[src/rtl/ib_pkg.sv]
// Shared types and bit positions for the host/MCU link controller.
package ib_pkg;

  // Port-expander bus operation codes used by the port-register emulator.
  typedef enum logic [1:0] {
    READ,
    WRITE,
    OP_OR,
    OP_AND
  } busOp;

  // Link handshake states.
  typedef enum logic [2:0] {
    StIdle,
    StRdPresent,
    StRdRelease,
    StWrWait,
    StWrPush,
    StWrAck
  } link_state_t;

  // p7 (MCU-written control) bit positions.
  localparam int unsigned P7_MODE  = 0;  // 0 = read (host->MCU), 1 = write (MCU->host)
  localparam int unsigned P7_RDC_N = 1;  // read_complete_n
  localparam int unsigned P7_WRA_N = 2;  // write_available_n
  localparam int unsigned P7_EN    = 3;  // 0 = flush

  // p6 (status returned to MCU) bit positions.
  localparam int unsigned P6_RDA_N  = 0;  // rd_avail_n
  localparam int unsigned P6_FULL   = 1;  // RX FIFO full
  localparam int unsigned P6_TMO    = 2;  // sticky handshake timeout
  localparam int unsigned P6_WACK_N = 3;  // wr_ack_n

  // Assemble the p6 nibble from its individual flags.
  function automatic logic [3:0] pack_p6(input logic rda_n, input logic full,
                                         input logic tmo, input logic wack_n);
    logic [3:0] v;
    v            = '0;
    v[P6_RDA_N]  = rda_n;
    v[P6_FULL]   = full;
    v[P6_TMO]    = tmo;
    v[P6_WACK_N] = wack_n;
    return v;
  endfunction

endpackage

[src/rtl/byte_fifo.sv]
// Small byte FIFO with first-word fall-through read data and synchronous flush.
module byte_fifo #(
  parameter int unsigned DEPTH = 4
) (
  input  logic                     clk,
  input  logic                     rst,
  input  logic                     push,
  input  logic                     pop,
  input  logic                     flush,
  input  logic [7:0]               wr_data,
  output logic [7:0]               rd_data,
  output logic                     full,
  output logic                     empty,
  output logic [$clog2(DEPTH):0]   count
);

  localparam int unsigned AW = $clog2(DEPTH);
  localparam logic [AW:0] FULL_CNT = (AW + 1)'(DEPTH);

  logic [AW-1:0] wr_ptr_q;
  logic [AW-1:0] rd_ptr_q;
  logic [AW:0]   count_q;
  logic [7:0]    mem_q [DEPTH];
  logic          do_push;
  logic          do_pop;

  assign full    = (count_q == FULL_CNT);
  assign empty   = (count_q == '0);
  assign count   = count_q;
  assign rd_data = mem_q[rd_ptr_q];

  // A push into a full FIFO is dropped; a pop from an empty one is ignored.
  assign do_push = push & ~full;
  assign do_pop  = pop & ~empty;

  // Pointer and occupancy bookkeeping; pointers wrap naturally (power-of-two depth).
  always_ff @(posedge clk or posedge rst) begin
    if (rst) begin
      wr_ptr_q <= '0;
      rd_ptr_q <= '0;
      count_q  <= '0;
    end else if (flush) begin
      wr_ptr_q <= '0;
      rd_ptr_q <= '0;
      count_q  <= '0;
    end else begin
      if (do_push) begin
        wr_ptr_q <= wr_ptr_q + AW'(1);
      end
      if (do_pop) begin
        rd_ptr_q <= rd_ptr_q + AW'(1);
      end
      case ({do_push, do_pop})
        2'b10:   count_q <= count_q + (AW + 1)'(1);
        2'b01:   count_q <= count_q - (AW + 1)'(1);
        default: count_q <= count_q;
      endcase
    end
  end

  // Storage array; contents need no reset since the count gates every read.
  always_ff @(posedge clk) begin
    if (do_push && !flush) begin
      mem_q[wr_ptr_q] <= wr_data;
    end
  end

endmodule

[src/rtl/mcu_link_ctrl.sv]
// Host UART <-> OKI MCU nibble-port byte transfer controller.
// Buffers host bytes for MCU reads and forwards MCU writes to the UART transmitter.
module mcu_link_ctrl
  import ib_pkg::*;
#(
  parameter int unsigned FIFO_DEPTH     = 4,
  parameter int unsigned TIMEOUT_CYCLES = 800000
) (
  input  logic       clk,
  input  logic       rst,
  input  logic [7:0] rx_data,
  input  logic       rx_valid,
  output logic       rx_ready,
  output logic [7:0] tx_data,
  output logic       tx_valid,
  input  logic       tx_ready,
  input  logic [3:0] p7_ctrl,
  input  logic [7:0] mcu_wr_data,
  output logic [7:0] host_rd_data,
  output logic [3:0] p6_status
);

  localparam int unsigned CW = $clog2(FIFO_DEPTH) + 1;
  localparam logic [CW-1:0] FIFO_FULL_CNT = CW'(FIFO_DEPTH);
  localparam int unsigned TW = (TIMEOUT_CYCLES > 1) ? $clog2(TIMEOUT_CYCLES) : 1;
  localparam logic [TW-1:0] TMO_LAST = TW'(TIMEOUT_CYCLES - 1);

  // FIFO interface
  logic          fifo_push;
  logic          fifo_pop;
  logic          fifo_flush;
  logic [7:0]    fifo_rd_data;
  logic          fifo_full;
  logic          fifo_empty;
  logic [CW-1:0] fifo_count;

  // FSM and handshake state
  link_state_t   state_q, state_d;
  logic [TW-1:0] tmo_cnt_q, tmo_cnt_d;
  logic          tmo_counting;
  logic          tmo_hit;
  logic          latch_wr;
  logic [7:0]    host_rd_q;
  logic [7:0]    tx_data_q;
  logic          tx_valid_q;
  logic          rda_n_q;
  logic          tmo_q;
  logic          wack_n_q;

  logic p7_mode;
  logic p7_rdc_n;
  logic p7_wra_n;
  logic p7_en;

  assign p7_mode  = p7_ctrl[P7_MODE];
  assign p7_rdc_n = p7_ctrl[P7_RDC_N];
  assign p7_wra_n = p7_ctrl[P7_WRA_N];
  assign p7_en    = p7_ctrl[P7_EN];

  // The FIFO takes host bytes regardless of the handshake state.
  assign rx_ready  = (fifo_count != FIFO_FULL_CNT);
  assign fifo_push = rx_valid & rx_ready;

  byte_fifo #(
    .DEPTH (FIFO_DEPTH)
  ) u_rx_fifo (
    .clk     (clk),
    .rst     (rst),
    .push    (fifo_push),
    .pop     (fifo_pop),
    .flush   (fifo_flush),
    .wr_data (rx_data),
    .rd_data (fifo_rd_data),
    .full    (fifo_full),
    .empty   (fifo_empty),
    .count   (fifo_count)
  );

  // Only the states that wait on the MCU can time out.
  assign tmo_counting = (state_q == StRdPresent) || (state_q == StRdRelease) ||
                        (state_q == StWrAck);

  // Next-state logic: flush first (deferred while a byte is mid-push), then timeout,
  // then the normal handshake.
  always_comb begin
    state_d    = state_q;
    fifo_pop   = 1'b0;
    fifo_flush = 1'b0;
    tmo_hit    = 1'b0;
    latch_wr   = 1'b0;
    if (!p7_en && (state_q != StWrPush)) begin
      fifo_flush = 1'b1;
      state_d    = StIdle;
    end else if (tmo_counting && (tmo_cnt_q == TMO_LAST)) begin
      tmo_hit = 1'b1;
      state_d = StIdle;
    end else begin
      case (state_q)
        StIdle: begin
          if (p7_mode) begin
            state_d = StWrWait;
          end else if (!fifo_empty) begin
            fifo_pop = 1'b1;
            state_d  = StRdPresent;
          end
        end
        StRdPresent: begin
          if (!p7_rdc_n) begin
            state_d = StRdRelease;
          end
        end
        StRdRelease: begin
          if (p7_rdc_n) begin
            state_d = StIdle;
          end
        end
        StWrWait: begin
          if (!p7_wra_n) begin
            latch_wr = 1'b1;
            state_d  = StWrPush;
          end else if (!p7_mode) begin
            state_d = StIdle;
          end
        end
        StWrPush: begin
          if (tx_ready) begin
            state_d = StWrAck;
          end
        end
        StWrAck: begin
          if (p7_wra_n) begin
            state_d = StIdle;
          end
        end
        default: state_d = StIdle;
      endcase
    end
  end

  // Timeout counter: cleared on every state change, saturating while it counts.
  always_comb begin
    tmo_cnt_d = tmo_cnt_q;
    if (state_d != state_q) begin
      tmo_cnt_d = '0;
    end else if (tmo_counting && (tmo_cnt_q != '1)) begin
      tmo_cnt_d = tmo_cnt_q + TW'(1);
    end
  end

  // FSM state and timeout counter registers.
  always_ff @(posedge clk or posedge rst) begin
    if (rst) begin
      state_q   <= StIdle;
      tmo_cnt_q <= '0;
    end else begin
      state_q   <= state_d;
      tmo_cnt_q <= tmo_cnt_d;
    end
  end

  // Data registers: read byte captured on pop, write byte captured on p7.2 fall.
  always_ff @(posedge clk or posedge rst) begin
    if (rst) begin
      host_rd_q  <= '0;
      tx_data_q  <= '0;
      tx_valid_q <= 1'b0;
    end else begin
      if (fifo_pop) begin
        host_rd_q <= fifo_rd_data;
      end
      if (latch_wr) begin
        tx_data_q <= mcu_wr_data;
      end
      tx_valid_q <= (state_d == StWrPush);
    end
  end

  // Status flags registered from the next state so p6 follows p7 by one cycle.
  always_ff @(posedge clk or posedge rst) begin
    if (rst) begin
      rda_n_q  <= 1'b1;
      wack_n_q <= 1'b1;
      tmo_q    <= 1'b0;
    end else begin
      rda_n_q  <= (state_d != StRdPresent);
      wack_n_q <= (state_d != StWrAck);
      if (fifo_flush) begin
        tmo_q <= 1'b0;
      end else if (tmo_hit) begin
        tmo_q <= 1'b1;
      end
    end
  end

  assign host_rd_data = host_rd_q;
  assign tx_data      = tx_data_q;
  assign tx_valid     = tx_valid_q;
  assign p6_status    = pack_p6(rda_n_q, fifo_full, tmo_q, wack_n_q);

endmodule

[config.mk]
export PLATFORM = sky130hd
export DESIGN_NAME = mcu_link_ctrl
export DESIGN_NICKNAME = d
export VERILOG_FILES = /design/src/rtl/ib_pkg.sv /design/src/rtl/byte_fifo.sv /design/src/rtl/mcu_link_ctrl.sv
export SDC_FILE = /design/constraint.sdc
export NUM_CORES = 1
export LEC_CHECK = 0
export CORE_ASPECT_RATIO = 0.6
export CORE_MARGIN = 10
export CORE_UTILIZATION = 63
export DETAILED_ROUTE_END_ITERATION = 10
export DONT_BUFFER_PORTS = 1
export GPL_TIMING_DRIVEN = 0
export PLACE_DENSITY = 0.82
export SYNTH_ARGS = -nofsm -noshare
export SYNTH_HDL_FRONTEND = slang
export SYNTH_HIERARCHICAL = 1
export SYNTH_SLANG_ARGS = --single-unit
[constraint.sdc]
create_clock -name clk -period 4.1 [get_ports clk]
set_clock_uncertainty 0.15 [all_clocks]
set_input_delay 0.82 -clock clk [delete_from_list [all_inputs] [get_ports clk]]
set_output_delay 0.82 -clock clk [all_outputs]
set_load 0.02 [all_outputs]
---- After elaboration in Yosys (flattened, before gate mapping) ----
Memory sizes are Yosys's and may differ from the RTL's. A register that Yosys moved wholly into a read port is not among the register bits.
Index checks and enable logic that the tools add are counted.
cells by class
  add/sub/neg operators ................... 5
  equal/unequal tests ..................... 16
  muxes and demuxes ....................... 35
  bitwise logic cells ..................... 5
  reductions and logical operators ........ 15
operator list
  operator               count
  $mux 20                2
  $mux 3                 11
  $add 20x1->20 const B  1
  $eq 20x20->1 const B   1
  $ne 20x20->1 const B   1
  $pmux 3 s6             1
  $mux 1                 16
  $eq 3x3->1 const B     4
  $ne 3x3->1 const B     3
  $mux 2                 4
  $reduce_bool 2->1      4
  $eq 3x2->1 const B     2
  $logic_not 3->1        2
  $pmux 3 s2             1
  $add 2x1->2 const B    2
  $logic_and 1x1->1      4
  $add 3x1->3 const B    1
  $and 1x1->1            3
  $eq 3x1->1 const B     1
  $ne 3x1->1 const B     1
  $ne 3x3->1             1
  $reduce_bool 3->1      1
  $sub 3x1->3 const B    1
  $eq 2x1->1 const B     1
  4 further kinds        7
word-level totals
  register bits ........................... 42
  bits in writable memories ............... 32
  bits of input ports ..................... 24
  output and inout bits ................... 22
  word-level logic and storage cells ...... 87
  memories ................................ 1
memories
  memory           words  width  read ports  clocked after Yosys merged registers in  write ports  RTL line         source
  u_rx_fifo.mem_q  4      8      1           1                                        1            byte_fifo.sv:23  logic [7:0] mem_q [DEPTH];

---- Longest topological paths before layout ----
  depth after elaboration ................. 10
  depth in mapped cells ................... 14
  gate-level depth less buffers ........... 12

---- By module ----
The synthesis kept the hierarchy.
modules (own cells, without submodules)
  module         instances  cells each  area an instance (um^2)  sequential area each (um^2)
  mcu_link_ctrl  1          220         2,326.0                  1,078.5
  byte_fifo      1          107         1,736.7                  1,136.1

---- Worst setup path after synthesis ----
Ideal clock, no wire load.
  kind .................................... input to register
  from .................................... in p7_ctrl[3]
  to ...................................... reg u_rx_fifo.count_q[1], in the netlist u_rx_fifo/count[1]
  arrival time ............................ 2,640 ps
  path slack .............................. 1,173 ps
  stages on the path ...................... 11
  buffers on the path ..................... 2
  path through ............................ a21oi_1 > o21bai_1 > or3_1 > buf_4 > inv_2 > buf_4 > o31ai_1 > a21oi_1 > fa_1 > o2111ai_1 > a211oi_1
between the ends
  longest elaborated chain between the ends .. 7
RTL lines
  item                                             RTL line             source
  from (decl)                                      mcu_link_ctrl.sv:17  input logic [3:0] p7_ctrl,
  $logic_not 1->1 *                                mcu_link_ctrl.sv:91  if (!p7_en && (state_q != StWrPush)) begin
  $logic_and 1x1->1 *                              mcu_link_ctrl.sv:91
  $mux 1 *                                         mcu_link_ctrl.sv:91
  named net fifo_pop                               mcu_link_ctrl.sv:30  logic fifo_pop;
  $and 1x1->1 *                                    byte_fifo.sv:34      assign do_pop = pop & ~empty;
  $eq 2x1->1 / $eq 2x2->1 (equally long branches)  byte_fifo.sv:53      case ({do_push, do_pop})
  $pmux 3 s2                                       byte_fifo.sv:53
  $mux 3                                           byte_fifo.sv:42      end else if (flush) begin
  to (signal assigned)                             byte_fifo.sv:54      2'b10: count_q <= count_q + (AW + 1)'(1);
  to (signal assigned)                             byte_fifo.sv:55      2'b01: count_q <= count_q - (AW + 1)'(1);
  to (signal assigned)                             byte_fifo.sv:56      default: count_q <= count_q;
  to (decl)                                        byte_fifo.sv:22      logic [AW:0] count_q;
Mark *: on every way through the listed nets, which the timed path passes. The rest lies on a longest branch.
A chain may end at the register's enable or synchronous reset.

---- Final worst setup path ----
  from .................................... reg tmo_cnt_q[8]
  to ...................................... reg u_rx_fifo.count_q[1], in the netlist u_rx_fifo/count[1]
between the ends
  longest elaborated chain between the ends .. 8
RTL lines
  item                                             RTL line              source
  from (decl)                                      mcu_link_ctrl.sv:39   logic [TW-1:0] tmo_cnt_q, tmo_cnt_d;
  from (signal assigned)                           mcu_link_ctrl.sv:157  tmo_cnt_q <= tmo_cnt_d;
  $eq 20x20->1 *                                   mcu_link_ctrl.sv:94   end else if (tmo_counting && (tmo_cnt_q == TMO_LAST)) begin
  $logic_and 1x1->1 *                              mcu_link_ctrl.sv:94
  $mux 1 *                                         mcu_link_ctrl.sv:94
  $mux 1 *                                         mcu_link_ctrl.sv:91
  named net fifo_pop                               mcu_link_ctrl.sv:30
  $and 1x1->1 *                                    byte_fifo.sv:34
  $eq 2x1->1 / $eq 2x2->1 (equally long branches)  byte_fifo.sv:53
  $pmux 3 s2                                       byte_fifo.sv:53
  $mux 3                                           byte_fifo.sv:42
Marks and branches as above.

==> flow_metrics.tcl <==
set metrics [dict create \
    outcome "finished clean" \
    synth-async-reset-ratio 0.610 \
    numPortBuffers 0 \
    synth_warnings 6 \
    syn-num-nets 357 \
    worstSetupPathType "flip-flop to flip-flop" \
    maxCapViolations 0 \
    wl_met3_um 861 \
    clk_pin_slew_ns 0.09 \
    cts_setup_buffers 0 \
    cts_max_level 3 \
    cp-start-kind "flip-flop" \
    slew_headroom 0.381 \
    drt_iter0_drc 295 \
    numCtsBuffers 9 \
    max-vdd-ir-drop_uv 320 \
    grt_pass1_wl_mm 13.8 \
    final.min_clock_period_ns 3.53 \
    coreArea_mm2 0.00619 \
    slew_violations 0 \
    antenna_found_initial 0 \
    period_share 0.860 \
    cts_tree "yes" \
    die_w_um 124 \
    min_path_type "input port to async pin" \
    wl_per_cell_um 20.0 \
    top_layer "met4" \
    vias_per_cell 6.21 \
    nFillCells 435 \
    wl_mm 8.53 \
    grt_pass1_vias 2599 \
    critical_path_arrival_ns 3.64 \
    core.rowCount 22 \
    synth-edff-count 32 \
    finish.instance_area_mm2 0.00442 \
    finalSetupViolCount 0 \
    ys_types 60 \
    clockBufferDepth 2 \
    cp.required_ns 4.22 \
    rsz0062_at_grt "false" \
    finalSetupTns_ns 0 \
    multi_input_area_mm2 0.00168 \
    max_freq_mhz 284 \
    ys_seq_area_frac 0.545 \
    yosysTopAreaCellShare 0.296 \
    wl_met1_mm 3.86 \
    syn_area_per_cell_um2 12.4 \
    drc_errors 0 \
    synthMostInstantiatedCell "dfrtp_1" \
    p_leak_nw 1.77 \
    grt_max_degree 44 \
    ys_seq_elements 82 \
    initial_core_util 0.656 \
    hold_viol_final 0 \
    tightestPinTransition_ns 0.927 \
    critPathMaxFanout 10 \
    drive_above_1_share 0.216 \
    grt_use_total 0.175 \
    syn-cell-area_mm2 0.00406 \
    hold_buffers 0 \
    diodes 0 \
    synth_cells 327 \
    cts_root_buf "clkbuf_8" \
    cts.repair.resized 0 \
    yosys.area.top_type "dfrtp_1" \
    wl_met2_mm 3.74 \
    top_level_ports 46 \
    fin_nets 368 \
    antenna_left 0 \
    area_delta_synth_final_pct 8.68 \
    endpoint_kind "flip-flop" \
    p_per_area_mw_per_mm2 505 \
    final_cells 427 \
    synth_area_leaders "dfrtp_1 30%, edfxtp_1 24%, mux2_4 5.9%" \
    place_area_mm2 0.00417 \
    routabilityCongestion 0.894 \
    regArea_mm2 0.00221 \
    grt_overflow_total 0 \
    clock_sinks 82 \
    dpl.hpwl_mm 5.85 \
    dp_cells 411 \
    die_h_um 82.2 \
    vias 2653 \
    synth-main-ff-cell "dfrtp_1" \
    whs_ns 0.142 \
    drt_pass1_iterations 5 \
    clk-insertion-delay-late_ns 0.36 \
    dieArea_mm2 0.0102 \
    yosys-top-cells-count "48 x dfrtp_1, 32 x edfxtp_1, 30 x nor2_1" \
]
## metrics by stage
stage,util,power [W],setup WS [ns]
3_3_place_gp,0.673,0.00150,0.802
5_1_grt,0.713,0.00233,0.442
4_1_cts,0.713,0.00224,0.613
2_1_floorplan,-,0.00142,1.17
6_report,0.713,0.00223,0.573
3_5_place_dp,0.673,0.00152,0.712
## final cells by class
cell class / count / area share
buffer: 23 / 0.0303
clock buffer: 9 / 0.0281
clock inverter: 7 / 0.0281
inverter: 9 / 0.00765
multi-input combinational: 213 / 0.381
sequential: 82 / 0.502
tap: 84 / 0.0238
## cell usage in the layout (no fill, tap or decap), types with 4 or more instances in the layout
master,n
nand3_1,7
edfxtp_1,32
inv_1,6
nor2_1,30
clkbuf_1,4
mux2_4,16
and3_1,4
dfrtp_1,48
o21ai_0,7
clkbuf_8,9
buf_4,10
nand2b_1,4
or3_1,5
a211oi_1,8
and2_1,7
mux4_2,8
nand2_1,14
xnor2_1,16
a21oi_1,19
xor2_1,4
buf_2,8
nand4_1,5
ha_1,5
nor4_1,7
## cell families after synthesis
kind of cell               Yosys count  share of synthesized area
and+or+nand+nor                    109                      0.158
DFF                                 82                      0.545
AOI/OAI and AO/OA                   54                     0.0890
buffers and inverters               32                     0.0413
muxes                               24                      0.103
xor gates and xnor gates            20                     0.0431
adders and majority gates            6                     0.0203
## routing by layer
metal  up-vias  global-route usage
met3         8              0.0637
met4         0              0.0313
met1      1293               0.253
met5         -                   0
li1       1221                   -
met2       131               0.248
## state kept, by name (all words and copies together) (netlist names)
signal and count:
tx_data 8, u_rx_fifo/count 3, state_q 3, rda_n_q 1, tx_valid 1, u_rx_fifo/rd_ptr_q 2, tmo_cnt_q 20, u_rx_fifo/wr_ptr_q 2
host_rd_data 8, u_rx_fifo/mem_q 32, tmo_q 1, wack_n_q 1
## worst max-delay path, cell delays in order, from the launching register on
cell and delay (ns):
dfrtp_1 0.49, nor4b_1 0.38, nand4b_1 0.21, o21bai_1 0.40, or3_1 0.18, buf_4 0.22
inv_2 0.08, buf_4 0.18, o31ai_1 0.12, a21oi_1 0.10, fa_1 0.54, o2111ai_1 0.13
a211oi_1 0.26
## power by group
group	switching (W)	internal, W	total, W
sequential	0.000184	0.000959	0.00114
combinational	0.000179	0.000182	0.000361
clock	0.000313	0.000411	0.000724
total	0.000676	0.00155	0.00223
## final timing paths
check | startpoint | endpoint | slack [ns] | cells past startpoint
hold / removal | rst | u_rx_fifo/count[0] | 0.14 | 1
setup reg to reg | tmo_cnt_q[8] | u_rx_fifo/count[1] | 0.57 | 12
max in group asynchronous | rst | tx_valid | 2.83 | 1
hold reg to reg | tmo_q | tmo_q | 0.40 | 2
setup / recovery | tmo_cnt_q[8] | u_rx_fifo/count[1] | 0.57 | 12
min in group clk | tmo_q | tmo_q | 0.40 | 2
Note: power is estimated with default switching activity, not from simulation.
